[src/rtl/hamming_pkg.sv]
// Shared constants and helpers for the Hamming(15,11) codeword layout.
`default_nettype none

package hamming_pkg;

  localparam int CODE_W = 15;
  localparam int DATA_W = 11;
  localparam int SYN_W  = 4;

  localparam int PAR_IDX_0 = 0;
  localparam int PAR_IDX_1 = 1;
  localparam int PAR_IDX_2 = 3;
  localparam int PAR_IDX_3 = 7;

  localparam int DATA_IDX [DATA_W] = '{2, 4, 5, 6, 8, 9, 10, 11, 12, 13, 14};

  function automatic logic [DATA_W-1:0] extrai_dados(input logic [CODE_W-1:0] codeword);
    logic [DATA_W-1:0] d;
    d = '0;
    for (int j = 0; j < DATA_W; j++) begin
      d[j] = codeword[DATA_IDX[j]];
    end
    return d;
  endfunction

  // Indices whose Hamming position (index+1) has bit k set.
  function automatic logic [CODE_W-1:0] mascara_paridade(input int k);
    logic [CODE_W-1:0] m;
    m = '0;
    for (int i = 0; i < CODE_W; i++) begin
      m[i] = (((i + 1) >> k) % 2) == 1;
    end
    return m;
  endfunction

endpackage

`default_nettype wire

[src/rtl/sindrome_hamming.sv]
// Combinational Hamming(15,11) syndrome generator.
`default_nettype none

module sindrome_hamming
  import hamming_pkg::*;
(
  input  logic [CODE_W-1:0] codeword,
  output logic [SYN_W-1:0]  sindrome
);

  for (genvar k = 0; k < SYN_W; k++) begin : g_bit
    localparam logic [CODE_W-1:0] MASK = mascara_paridade(k);
    assign sindrome[k] = ^(codeword & MASK);
  end

endmodule

`default_nettype wire

[src/rtl/corretor_hamming.sv]
// Two-stage Hamming(15,11) single-error corrector with valid/ready flow
// control and a saturating count of corrected words.
`default_nettype none

module corretor_hamming
  import hamming_pkg::*;
#(
  parameter int CNT_W = 16
) (
  input  logic               clk,
  input  logic               rst_n,
  input  logic [CODE_W-1:0]  entrada,
  input  logic               entrada_valida,
  output logic               entrada_pronta,
  output logic [DATA_W-1:0]  saida_dados,
  output logic [SYN_W-1:0]   sindrome,
  output logic               corrigido,
  output logic               saida_valida,
  input  logic               saida_pronta,
  input  logic               limpa_cont,
  output logic [CNT_W-1:0]   cont_erros
);

  logic [SYN_W-1:0]  syn_in;
  logic [SYN_W-1:0]  syn1;
  logic [CODE_W-1:0] cw1;
  logic [CODE_W-1:0] flip;
  logic [CODE_W-1:0] cw_corr;
  logic              v1;
  logic              v2;
  logic              adv2;
  logic              in_hs;
  logic              out_hs;

  sindrome_hamming u_sindrome (
    .codeword (entrada),
    .sindrome (syn_in)
  );

  assign adv2           = !v2 || saida_pronta;
  assign entrada_pronta = !v1 || adv2;
  assign in_hs          = entrada_valida && entrada_pronta;
  assign out_hs         = v2 && saida_pronta;
  assign saida_valida   = v2;

  // A zero syndrome matches no position, so clean words pass unchanged.
  always_comb begin
    flip = '0;
    for (int i = 0; i < CODE_W; i++) begin
      flip[i] = (syn1 == SYN_W'(i + 1));
    end
  end

  assign cw_corr = cw1 ^ flip;

  always_ff @(posedge clk or negedge rst_n) begin
    if (!rst_n) begin
      v1   <= 1'b0;
      cw1  <= '0;
      syn1 <= '0;
    end else if (in_hs) begin
      v1   <= 1'b1;
      cw1  <= entrada;
      syn1 <= syn_in;
    end else if (adv2) begin
      v1   <= 1'b0;
    end
  end

  always_ff @(posedge clk or negedge rst_n) begin
    if (!rst_n) begin
      v2          <= 1'b0;
      saida_dados <= '0;
      sindrome    <= '0;
      corrigido   <= 1'b0;
    end else if (adv2) begin
      v2 <= v1;
      if (v1) begin
        saida_dados <= extrai_dados(cw_corr);
        sindrome    <= syn1;
        corrigido   <= (syn1 != '0);
      end
    end
  end

  always_ff @(posedge clk or negedge rst_n) begin
    if (!rst_n) begin
      cont_erros <= '0;
    end else if (limpa_cont) begin
      cont_erros <= '0;
    end else if (out_hs && corrigido && (cont_erros != {CNT_W{1'b1}})) begin
      cont_erros <= cont_erros + 1'b1;
    end
  end

endmodule

`default_nettype wire

[config.mk]
export PLATFORM = sky130hd
export DESIGN_NAME = corretor_hamming
export DESIGN_NICKNAME = d
export VERILOG_FILES = /design/src/rtl/hamming_pkg.sv /design/src/rtl/sindrome_hamming.sv /design/src/rtl/corretor_hamming.sv
export SDC_FILE = /design/constraint.sdc
export NUM_CORES = 1
export LEC_CHECK = 0
export ABC_AREA = 1
export ABC_CLOCK_PERIOD_IN_PS = 1900
export CORE_MARGIN = 2
export CORE_UTILIZATION = 40
export DETAILED_ROUTE_END_ITERATION = 10
export SYNTH_ARGS = -nofsm -noshare
export SYNTH_HDL_FRONTEND = slang
export SYNTH_SLANG_ARGS = --single-unit
[constraint.sdc]
create_clock -name clk -period 1.9 [get_ports clk]
set_input_delay 0.57 -clock clk [delete_from_list [all_inputs] [get_ports clk]]
set_output_delay 0.57 -clock clk [all_outputs]
set_load 0.01 [all_outputs]
; Yosys cells after proc, flatten, opt, wreduce, memory -nomap -nowiden
; Index checks and enable logic that the tools add are counted.
[word_totals]
out_inout_bits = 34
reg_bits = 53
inputBits = 20
elab_cells = 46
[classes]
n_bitwise = 1
add_sub_neg = 1
n_reduce_logical = 16
eq_ne = 16
mux = 4
[ops]
columns = cell, count
row1 = $reduce_xor 15->1, 4
row2 = $eq 4x4->1 const B, 8
row3 = $mux 16, 2
row4 = $add 16x1->16 const B, 1
row5 = $eq 4x3->1 const B, 4
row6 = $ne 16x16->1 const B, 1
row7 = $xor 15x15->15, 1
row8 = $eq 4x2->1 const B, 2
row9 = $eq 4x1->1 const B, 1
row10 = $logic_and 1x1->1, 4
row11 = $reduce_bool 2->1, 2
row12 = $reduce_bool 4->1, 1
row13 = $logic_not 1->1, 2
row14 = $logic_or 1x1->1, 2
row15 = $mux 1, 2
row16 = $reduce_and 2->1, 1

; Logic depth before layout (Yosys ltp)
; Gate-level depths: netlist of run 1.
[depth]
ltp_word = 5
ltp_mapped = 11
depth_no_buf = 10

; By module
; From an unflattened synthesis of run 1, not the netlist that was laid out.
[unflattened]
cells_unflattened = 362
hier_area_um2 = 2788.9
[by_module_without_submodules]
columns = module, seq_area_each_um2, cells_each, area_each_um2, instances
row1 = corretor_hamming, 1226.2, 280, 2389.8, 1
row2 = sindrome_hamming, 0.0, 82, 399.1, 1

; Least setup slack after synthesis of run 1
; OpenSTA, ideal clock, no wires.
[synth_path]
kind = reg2reg
start = register cont_erros[0]
end = register cont_erros[2]
required_ns = 1.834
path_slack_ns = 0.321
period_less_slack_ns = 1.579
arrival_time_ns = 1.513
stages_incl_launch_ff = 10
path_cell_list = dfrtp_1 -> ha_1 -> nand3_2 -> inv_2 -> nand2_2 -> nor2_4 -> nor2_4 -> buf_2 -> nand4_1 -> nand2_1
[synth_between]
elab_chain_cells = 3
[synth_rtl]
columns = element, line
row1 = start: declaration, corretor_hamming.sv:21  ; output logic [CNT_W-1:0] cont_erros
row2 = start signal: assignment, corretor_hamming.sv:92  ; cont_erros <= cont_erros + 1'b1;
row3 = $add 16x1->16 / $ne 16x16->1 (equally long branches), "corretor_hamming.sv:92, corretor_hamming.sv:91"
row4 = $mux 16 / $logic_and 1x1->1 (equally long branches), corretor_hamming.sv:91  ; end else if (out_hs && corrigido && (cont_erros != {CNT_W{1'b1}})) begin
row5 = $mux 16 / $reduce_bool 2->1 (equally long branches), --
; Parallel ways exist; a longest one is shown, timed or not. The select of a mux whose other input is x is not followed.
; A chain may end at the register's enable or synchronous reset.

; Worst setup path in the final report of run 1
[layout_path]
start = input port saida_pronta
end = output port entrada_pronta
[layout_between]
elab_chain_cells = 2
[layout_rtl]
columns = element, line
row1 = start: declaration, corretor_hamming.sv:19  ; input logic saida_pronta,
row2 = $logic_or 1x1->1, corretor_hamming.sv:40  ; assign adv2 = !v2 || saida_pronta;
row3 = $logic_or 1x1->1, corretor_hamming.sv:41  ; assign entrada_pronta = !v1 || adv2;
row4 = end: declaration, corretor_hamming.sv:14  ; output logic entrada_pronta,
; No other way between the ends.

==> flow_metrics.py, run 1 <==
metrics = {
    "outcome": {
        "outcome": "finished, final reports clean",
    },
    "yosys": {
        "ys_types": 22,
        "synth_edf_count": 0,
        "async_flop_share_pct": 100,
        "avgSynthCellArea_sq_um": 7.25,
        "ys_seq_elements": 49,
        "synth_largest_area_cell": "dfrtp_1",
        "synth_top_cells_by_count": "nand2_1 (159), dfrtp_1 (49), nand3_1 (30), inv_1 (28), nor2_1 (26)",
        "synthCells": 398,
        "yosysMostFrequentCell": "nand2_1",
        "synth-main-ff-cell": "dfrtp_1",
        "yosysSeqAreaShare_pct": 42.5,
        "synthTopCellsByArea": "dfrtp_1 (42%), nand2_1 (21%), xor2_1 (6.4%)",
        "syn_nets": 419,
        "synth_warnings": 0,
        "synth.top_cell.area_share_pct": 42.5,
        "synth_area_sq_um": 2890,
    },
    "routing": {
        "drc": 0,
        "num_vias": 2664,
        "wl_per_cell_um": 11.5,
        "firstDrtPassIters": 4,
        "met2_length_um": 3290,
        "m1WireLength_um": 2950,
        "drtIter0Drc": 83,
        "top_layer": "met4",
        "wl_um": 6530,
        "wl_met3_um": 241,
        "viasPerCell": 4.68,
        "ant_nets": 0,
    },
    "floorplanning": {
        "start_util_pct": 42.0,
        "die_h_um": 88.9,
        "pin_count": 54,
        "rows": 30,
        "die_w_um": 88.9,
        "dieArea_sq_um": 7910,
        "coreArea_sq_um": 6870,
    },
    "grt": {
        "grt_antenna_before_repair": 0,
        "grt_pass1_vias": 2464,
        "grt_max_degree": 50,
        "grt_usage_pct": 17.5,
        "grt_pass1_wl_um": 11000,
        "grt_overflow": 0,
    },
    "cells_and_area": {
        "layout-drive-gt1-share_pct": 12.1,
        "nFillCells": 682,
        "final_cells": 569,
        "multiInputGateArea_sq_um": 1490,
        "diodes": 0,
        "final_nets": 493,
        "area_growth_syn_to_layout_pct": 32.6,
        "final_area_sq_um": 3830,
        "regArea_sq_um": 1230,
    },
    "worst_setup_path": {
        "r2r-end": "cont_erros[8]",
        "cp_data_required_time_ps": 1330,
        "r2r_slack_ps": 260,
        "crit_start": "saida_pronta",
        "critical_path_class": "in2out",
        "reg2reg_from": "cont_erros[0]",
        "crit_end": "entrada_pronta",
        "path_max_fanout": 2,
        "crit_arrival_ps": 1290,
        "crit_path_end_kind": "output pin",
        "r2r_cells": 9,
        "cp-start-kind": "input pin",
    },
    "hold_path": {
        "hold_path.class": "in2async",
    },
    "pwr": {
        "pwr_density_cell_nw_per_um2": 782,
        "power.leakage_nw": 1.84,
        "power.total_w": 0.00299,
        "ir_worst_vdd_uv": 272,
    },
    "placement": {
        "place_hpwl_um": 5030,
        "dp_cells": 556,
        "gp_congestion": 0.836,
        "placed_area_sq_um": 3670,
        "port_buffers": 53,
    },
    "timing": {
        "fin_crit_sh_pct": 98.1,
        "period_needed_ps": 1860,
        "drv_slew": 0,
        "hold_violations": 0,
        "worst_pin_slew_ps": 451,
        "setup_viol": 0,
        "whs_ps": 236,
        "fin_skew_ps": 4.48,
        "maxSlewHeadroom_pct": 69.9,
        "rsz0062_at_grt": "false",
        "timing.fmax_ghz": 0.537,
    },
    "clock_network": {
        "clk_pin_slew_ps": 80,
        "clockBufferDepth": 2,
        "clock_latency_ps": 290,
        "h-tree-depth": 2,
        "root_buffer": "clkbuf_8",
        "cts_tree": "done",
        "clock-sinks": 49,
        "cts_buffers": 5,
        "cts_hold_buf": 0,
    },
    "run": {
        "drv_cap": 0,
    },
}
[worst max-delay path: stages]
cell and delay, ps:
clkdlybuf4s50_1 420, inv_1 90, nand3_2 80, buf_6 130
[flip-flops by register name, summed over array words and instances (netlist names)]
signal	flops
cont_erros	16
cw1	11
saida_dados	11
sindrome	4
syn1	4
corrigido	1
saida_valida	1
v1	1
[cell families after synthesis]
| group | after synthesis | share of synthesized area, % |
|---|---|---|
| XOR/XNOR | 29 | 8.80 |
| AND/OR/NAND/NOR | 241 | 36.0 |
| buffers and inverters | 45 | 6.16 |
| flip-flops | 49 | 42.5 |
| adder cells (fa/ha/maj) | 1 | 0.434 |
| AO/OA/AOI/OAI | 33 | 6.07 |
[power by group]
group | internal, W | switching (W) | leakage (nW) | total (W)
Clock | 0.000336 | 0.000343 | 0.0549 | 0.000679
Sequential | 0.00123 | 0.000133 | 0.616 | 0.00136
Combinational | 0.000476 | 0.000478 | 1.17 | 0.000954
Total | 0.00204 | 0.000954 | 1.84 | 0.00299
[layer usage]
metal | vias up | track usage (%)
met5 | - | 0
met4 | 0 | 4.07
met3 | 2 | 2.22
met2 | 56 | 31.9
met1 | 1201 | 22.2
li1 | 1405 | -
[area by class of cell]
class                   instances  share of cell area [%]
repair buffers                 81                    20.0
clock buffers                   7                    2.52
inverters                      31                    3.04
well taps                      96                    3.14
multi-input cells             304                    38.8
flip-flops and latches         49                    32.2
clock inverters                 1                   0.229
[how the worst min path moves through the flow]
| stage | start | end | cells past startpoint |
|---|---|---|---|
| after global routing | rst_n | saida_dados[6] | 2 |
| after floorplan | rst_n | cont_erros[0] | 0 |
| final | rst_n | cont_erros[1] | 2 |
| after CTS | rst_n | syn1[0] | 2 |
| after global placement | saida_dados[8] | saida_dados[8] | 2 |
| after detailed placement | sindrome[0] | sindrome[0] | 2 |
[stage by stage]
| step | utilization (%) | setup TNS (ps) | worst slack, ps |
|---|---|---|---|
| global route | 55.7 | 0 | 0.0548 |
| global placement | 53.4 | -2080 | -383 |
| CTS | 55.0 | 0 | 0.708 |
| floorplan | - | 0 | 321 |
| detailed placement | 53.4 | -2750 | -401 |
| finish | 55.7 | 0 | 36.2 |
[placed cells by master, fill, tap and decap left out]
cell type        instances
nand2_1                159
clkdlybuf4s50_1         50
dfrtp_1                 43
nand3_1                 29
inv_1                   28
nor2_1                  26
buf_4                   26
o21ai_0                 25
xor2_1                  21
nand4_1                 16
xnor2_1                  8
clkbuf_8                 7
dfrtp_2                  6
o21ai_1                  4
o21bai_1                 4
inv_2                    3
nor2_4                   3
nand3_2                  2
nand2_2                  2
or2_2                    2
buf_12                   2
nor2_8                   1
nor4_1                   1
ha_1                     1
inv_6                    1
buf_2                    1
dlymetal6s2s_1           1
buf_6                    1
[repair_timing]
action	CTS	global route
endpoints found under the setup margin	4	10
resized for setup	6	7
pin swaps	0	0
buffers inserted	1	4
Power figures use the tool's default switching activity.
==> run 2: changes to the inputs <==
--- a/config.mk
+++ b/config.mk
@@ -9,7 +9,9 @@
 export ABC_CLOCK_PERIOD_IN_PS = 1900
 export CORE_MARGIN = 2
 export CORE_UTILIZATION = 40
+export CTS_BUF_LIST = sky130_fd_sc_hd__clkbuf_8
 export DETAILED_ROUTE_END_ITERATION = 10
 export SYNTH_ARGS = -nofsm -noshare
 export SYNTH_HDL_FRONTEND = slang
+export SYNTH_HIERARCHICAL = 1
 export SYNTH_SLANG_ARGS = --single-unit
==> run 2 against run 1 <==
  * Die area fell by 3.2%
  * Sequential power barely moved
  * Clock skew rose by 7.7 ps
  * Power rose by 0.51%
  * Final area fell by 1.1%
  * Area after synthesis fell by 3.3%
  * Count of clock-buffer cells in the layout fell by 1
  * Sequential share of layout area rose by 0.44 points
  * Largest power group unchanged
==> flow_metrics.py, run 2 <==
metrics = {
    "cells_and_area": {
        "regMostFlops": "cont_erros",
        "largest_register_ffs": 16,
        "diodes": 0,
        "regArea_sq_um": 1240,
        "final_cell_mix": "nand2_1 (131), clkdlybuf4s50_1 (49), dfrtp_1 (41), inv_1 (34), buf_4 (29)",
        "layout_commonest_cell": "nand2_1",
        "nFillCells": 636,
        "area_growth_syn_to_layout_pct": 35.6,
        "final_area_sq_um": 3780,
        "layout-drive-gt1-share_pct": 15.7,
        "final_nets": 468,
        "top_regs": "cont_erros (16), cw1 (11), saida_dados (11)",
        "multiInputGateArea_sq_um": 1400,
    },
    "yosys": {
        "yosysMostFrequentCell": "nand2_1",
        "synth-main-ff-cell": "dfrtp_1",
        "synth_edf_count": 0,
        "synthCells": 362,
        "synthTopCellsByArea": "dfrtp_1 (44%), nand2_1 (18%), xor2_1 (5.3%)",
        "synthAdderAreaFrac_pct": 0.449,
        "synthXorXnorAreaFrac_pct": 9.74,
        "synth_warnings": 6,
        "synth_top_family_by_area": "simple AND/OR/NAND/NOR gates",
        "yosysSeqAreaShare_pct": 44.0,
        "synth_top_cells_by_count": "nand2_1 (131), dfrtp_1 (49), inv_1 (34), nor2_1 (28), nand3_1 (19)",
        "synth_largest_area_cell": "dfrtp_1",
        "syn_nets": 383,
        "synth-simple-area-share_pct": 30.5,
        "synth_area_sq_um": 2790,
        "async_flop_share_pct": 100,
        "avgSynthCellArea_sq_um": 7.70,
        "ys_types": 25,
        "synth-compound-area-share_pct": 5.34,
        "synthMuxAreaShare_pct": 4.04,
        "ys_seq_elements": 49,
        "synth.top_cell.area_share_pct": 44.0,
    },
    "floorplanning": {
        "coreArea_sq_um": 6760,
        "rows": 30,
        "start_util_pct": 41.3,
        "die_h_um": 87.5,
        "pin_count": 54,
        "die_w_um": 87.5,
        "dieArea_sq_um": 7660,
    },
    "grt": {
        "grt_usage_pct": 17.4,
        "grt_overflow": 0,
        "grt_pass1_vias": 2467,
        "grt_max_degree": 34,
        "grt_pass1_wl_um": 10700,
        "grt_antenna_before_repair": 0,
    },
    "timing": {
        "drv_slew": 0,
        "setup_viol": 0,
        "maxSlewHeadroom_pct": 66.6,
        "whs_ps": 213,
        "period_needed_ps": 1850,
        "worst_pin_slew_ps": 500,
        "hold_violations": 0,
        "rsz0062_at_grt": "false",
        "timing.fmax_ghz": 0.541,
        "fin_skew_ps": 12.1,
        "fin_crit_sh_pct": 97.3,
    },
    "clock_network": {
        "h-tree-depth": 2,
        "clock_latency_ps": 300,
        "root_buffer": "clkbuf_8",
        "cts_buffers": 5,
        "cts_tree": "done",
        "clock-sinks": 49,
        "clockBufferDepth": 2,
        "clk_pin_slew_ps": 90,
    },
    "worst_setup_path": {
        "critPathMaxStageDelay_ps": 560,
        "critPathSlowestCell": "clkdlybuf4s50_1",
        "crit_chain": "clkdlybuf4s50_1",
        "cp_top_family": "buffers and inverters",
        "path_max_fanout": 5,
        "critical_path_class": "reg2out",
        "crit_arrival_ps": 1280,
        "cp_data_required_time_ps": 1330,
        "crit_path_end_kind": "output pin",
        "cp-start-kind": "flip-flop",
        "path_buf_inv": 1,
    },
    "routing": {
        "wl_per_cell_um": 11.8,
        "viasPerCell": 4.79,
        "drc": 0,
        "num_vias": 2523,
        "drtIter0Drc": 112,
        "wl_um": 6220,
        "ant_nets": 0,
        "firstDrtPassIters": 4,
    },
    "pwr": {
        "power.leakage_nw": 1.83,
        "ir_worst_vdd_uv": 279,
        "pwr_density_cell_nw_per_um2": 796,
    },
    "hold_path": {
        "hold_path.class": "in2async",
    },
    "placement": {
        "port_buffers": 53,
        "placed_area_sq_um": 3580,
        "place_hpwl_um": 4740,
        "gp_congestion": 0.849,
    },
    "outcome": {
        "outcome": "finished, final reports clean",
    },
    "run": {
        "drv_cap": 0,
    },
}
[run 2: changes by cell type after synthesis, sizes merged, moves of 3 or more]
cell / previous run / this run
nand2: 161 / 133
nand3: 31 / 19
xor2: 21 / 17
clkbuf: 12 / 4
xnor2: 8 / 14
nor2: 30 / 33
mux2: 0 / 10
o21ai: 29 / 16
inv: 31 / 34
nand4: 16 / 12
a21oi: 0 / 8
[run 2: repair_timing]
item	in CTS	in global routing
resized for setup	6	12
gates cloned	0	0
pin swaps	0	1
endpoints found under the setup margin	3	28
buffers inserted	0	10
hold buffers	0	0
hold endpoints to repair	0	0
[run 2: area by class of cell]
type	instances	area share, %
Timing Repair Buffer	86	21.9
Clock buffer	6	2.18
Sequential cell	49	32.7
Multi-Input combinational cell	271	37.1
Clock inverter	1	0.0992
Tap cell	80	2.65
Inverter	34	3.37
[run 2: where the power goes]
part	internal [W]	leakage, nW	switching [W]	total, W
clock	0.000284	0.0485	0.000323	0.000607
sequential	0.00124	0.597	0.000129	0.00137
combinational	0.000535	1.18	0.000500	0.00104
[run 2: final timing paths]
check / startpoint / end / slack (ps) / cells after the start
min: rst_n / cont_erros[13] / 210 / 1
max reg2reg: cont_erros[0] / cont_erros[8] / 180 / 11
max in group asynchronous: rst_n / saida_dados[5] / 1180 / 2
min reg2reg: saida_dados[1] / saida_dados[1] / 490 / 2
max: cont_erros[14] / cont_erros[14] / 50 / 1
min in group clk: saida_dados[1] / saida_dados[1] / 490 / 2
[run 2: cell families (layout without fill, tap and decap cells)]
| kind of cell | count (synthesis) | in the layout |
|---|---|---|
| DFF | 49 | 49 |
| and+or+nand+nor | 201 | 201 |
| muxes | 10 | 10 |
| xor gates and xnor gates | 31 | 31 |
| AOI/OAI and AO/OA | 28 | 28 |
| buffers and inverters | 42 | 127 |
| adders and majority gates | 1 | 1 |
[run 2: layer usage]
layer	track usage, %	vias up	wire, um
met1	21.3	1157	2810
met5	0	-	0
met4	6.71	0	71
met2	30.8	47	3150
li1	-	1313	-
met3	2.56	6	177
[run 2: metrics by stage]
stage | TNS, ps | utilization (%) | std cells | power (W) | setup slack (ps)
floorplan | 0 | - | 362 | 0.00187 | 334
global placement | -2470 | 53.1 | 510 | 0.00240 | -383
detailed placement | -3040 | 53.1 | 510 | 0.00242 | -387
CTS | 0 | 54.3 | 517 | 0.00303 | 4.32
global route | 0 | 56.0 | 527 | 0.00320 | 0.836
finish | 0 | 56.0 | 527 | 0.00301 | 52.2
==> run 3: changes to the inputs <==
--- a/config.mk
+++ b/config.mk
@@ -5,12 +5,13 @@
 export SDC_FILE = /design/constraint.sdc
 export NUM_CORES = 1
 export LEC_CHECK = 0
-export ABC_AREA = 1
 export ABC_CLOCK_PERIOD_IN_PS = 1900
 export CORE_MARGIN = 2
-export CORE_UTILIZATION = 40
+export CORE_UTILIZATION = 52
 export CTS_BUF_LIST = sky130_fd_sc_hd__clkbuf_8
 export DETAILED_ROUTE_END_ITERATION = 10
+export PLACE_DENSITY = 0.82
+export SKIP_LAST_GASP = 1
 export SYNTH_ARGS = -nofsm -noshare
 export SYNTH_HDL_FRONTEND = slang
 export SYNTH_HIERARCHICAL = 1
==> run 3 against run 2 <==
  * Non-clock buffer count fell by 2
  * Largest power group unchanged
  * Sequential power is 6% higher
  * Maximum frequency about the same
  * Synthesized cell count down 36%
  * Area after synthesis down 10%
==> flow_metrics.py, run 3 <==
metrics = {
    "outcome": {
        "outcome": "finished, final reports clean",
    },
    "routing": {
        "viasPerCell": 5.56,
        "drc": 0,
        "num_vias": 2042,
        "wl_per_cell_um": 14.2,
        "firstDrtPassIters": 4,
        "drtIter0Drc": 128,
        "ant_nets": 0,
        "wl_um": 5200,
    },
    "yosys": {
        "async_flop_share_pct": 100,
        "ys_seq_elements": 49,
        "synth_largest_area_cell": "dfrtp_1",
        "synth_top_family_by_area": "simple AND/OR/NAND/NOR gates",
        "synthAdderAreaFrac_pct": 0.499,
        "synthMuxAreaShare_pct": 9.83,
        "synth_edf_count": 0,
        "synth-simple-area-share_pct": 17.8,
        "synth-main-ff-cell": "dfrtp_1",
        "synth.top_cell.area_share_pct": 48.9,
        "synthCells": 230,
        "avgSynthCellArea_sq_um": 10.9,
        "synth_top_cells_by_count": "dfrtp_1 (49), nand2_1 (23), mux2_2 (21), xnor2_1 (21)",
        "yosysMostFrequentCell": "dfrtp_1",
        "synth_warnings": 6,
        "syn_nets": 251,
        "yosysSeqAreaShare_pct": 48.9,
        "synthTopCellsByArea": "dfrtp_1 (49%), mux2_2 (9.4%), xnor2_1 (7.3%)",
        "ys_types": 35,
        "synthXorXnorAreaFrac_pct": 12.2,
        "synth-compound-area-share_pct": 8.83,
        "synth_area_sq_um": 2510,
    },
    "floorplanning": {
        "pin_count": 54,
        "coreArea_sq_um": 4690,
        "die_h_um": 73.4,
        "start_util_pct": 53.4,
        "dieArea_sq_um": 5390,
        "die_w_um": 73.4,
        "rows": 25,
    },
    "timing": {
        "fin_skew_ps": 5.55,
        "hold_violations": 0,
        "whs_ps": 247,
        "timing.fmax_ghz": 0.541,
        "setup_viol": 0,
        "worst_pin_slew_ps": 291,
        "maxSlewHeadroom_pct": 80.4,
        "fin_crit_sh_pct": 97.3,
        "drv_slew": 0,
        "period_needed_ps": 1850,
    },
    "clock_network": {
        "clockBufferDepth": 2,
        "cts_tree": "done",
        "clock_latency_ps": 300,
        "clk_pin_slew_ps": 90,
        "h-tree-depth": 2,
        "cts_hold_buf": 0,
        "clock-sinks": 49,
        "cts_buffers": 5,
        "root_buffer": "clkbuf_8",
    },
    "worst_setup_path": {
        "critical_path_depth": 1,
        "crit_chain": "clkdlybuf4s50_1",
        "critical_path_class": "reg2out",
        "crit_arrival_ps": 1280,
        "r2r-end": "cont_erros[13]",
        "cp_data_required_time_ps": 1330,
        "crit_start": "cont_erros[7]",
        "path_buf_inv": 1,
        "r2r_slack_ps": 90,
        "critPathMaxStageDelay_ps": 560,
        "critPathSlowestCell": "clkdlybuf4s50_1",
        "cp-start-kind": "flip-flop",
        "crit_end": "cont_erros[7]",
        "path_max_fanout": 7,
        "reg2reg_from": "cont_erros[0]",
        "cp_top_family": "buffers and inverters",
        "crit_path_end_kind": "output pin",
        "r2r_cells": 5,
    },
    "pwr": {
        "power.total_w": 0.00322,
        "power.leakage_nw": 1.43,
        "ir_worst_vdd_uv": 768,
        "pwr_density_cell_nw_per_um2": 935,
    },
    "grt": {
        "grt_antenna_before_repair": 0,
        "use_met1_pct": 26.5,
        "met2_usage_pct": 35.4,
        "grt_max_degree": 50,
        "grt_usage_pct": 20.8,
        "grt_pass1_wl_um": 8660,
        "grt_pass1_vias": 1869,
        "grt_overflow": 0,
        "met3_usage_pct": 3.84,
        "grt-busiest-layer": "met2",
    },
    "placement": {
        "port_buffers": 53,
        "gp_congestion": 0.827,
        "placed_area_sq_um": 3270,
        "place_hpwl_um": 3920,
    },
    "cells_and_area": {
        "largest_register_ffs": 16,
        "final_area_sq_um": 3450,
        "layout_commonest_cell": "clkdlybuf4s50_1",
        "final_cell_mix": "clkdlybuf4s50_1 (48), dfrtp_1 (42), buf_4 (29), nand2_1 (22)",
        "layout-drive-gt1-share_pct": 24.9,
        "diodes": 0,
        "post-route-util_pct": 73.5,
        "top_regs": "cont_erros (16), cw1 (11), saida_dados (11)",
        "area_growth_syn_to_layout_pct": 37.6,
        "final_nets": 333,
        "regMostFlops": "cont_erros",
    },
    "hold_path": {
        "hold_path.class": "in2async",
    },
    "run": {
        "drv_cap": 0,
    },
}
run 3: area by class of cell:
cell class	count	area, sq um
Clock buffer	6	82.6
Clock inverter	2	33.8
Timing Repair Buffer	84	782
Multi-Input combinational cell	172	1250
Fill cell	345	1240
Sequential cell	49	1230
Tap cell	54	67.6
run 3: worst min-delay path by stage:
stage	cells after the start	endpoint	from	slack, ps
2_1_floorplan	0	cont_erros[0]	rst_n	270
5_1_grt	2	cont_erros[14]	rst_n	260
4_1_cts	2	cont_erros[14]	rst_n	250
6_report	2	cont_erros[15]	rst_n	250
3_3_place_gp	2	saida_dados[8]	saida_dados[8]	460
3_5_place_dp	2	saida_dados[2]	saida_dados[2]	470
run 3: stage by stage:
step	worst slack [ps]	instances	setup TNS [ps]
2_1_floorplan	23.1	230	0
3_3_place_gp	-388	353	-5860
3_5_place_dp	-393	353	-6810
4_1_cts	-9.07	361	-11.3
5_1_grt	-1.67	367	-1.67
6_report	50.6	367	0
run 3: cells by family after synthesis:
logic type,Yosys count
xor gates and xnor gates,31
and+or+nand+nor,80
AOI/OAI and AO/OA,38
DFF,49
buffers and inverters,9
muxes,22
adders and majority gates,1
run 3: metal layers:
layer | up-vias | wire length (um)
li1 | 993 | -
met1 | 976 | 2240
met2 | 64 | 2660
met3 | 9 | 209
met4 | 0 | 89
met5 | - | 0
run 3: where the power goes:
group	internal (W)	switching, W
Clock	0.000424	0.000326
Sequential	0.00126	0.000194
Combinational	0.000608	0.000415
run 3: what timing repair did:
item	4_1_cts	5_1_grt
gates resized for setup	8	10
setup buffers	0	6
setup endpoints to repair	7	22
endpoints found under the hold margin	0	0
pin swaps	0	2
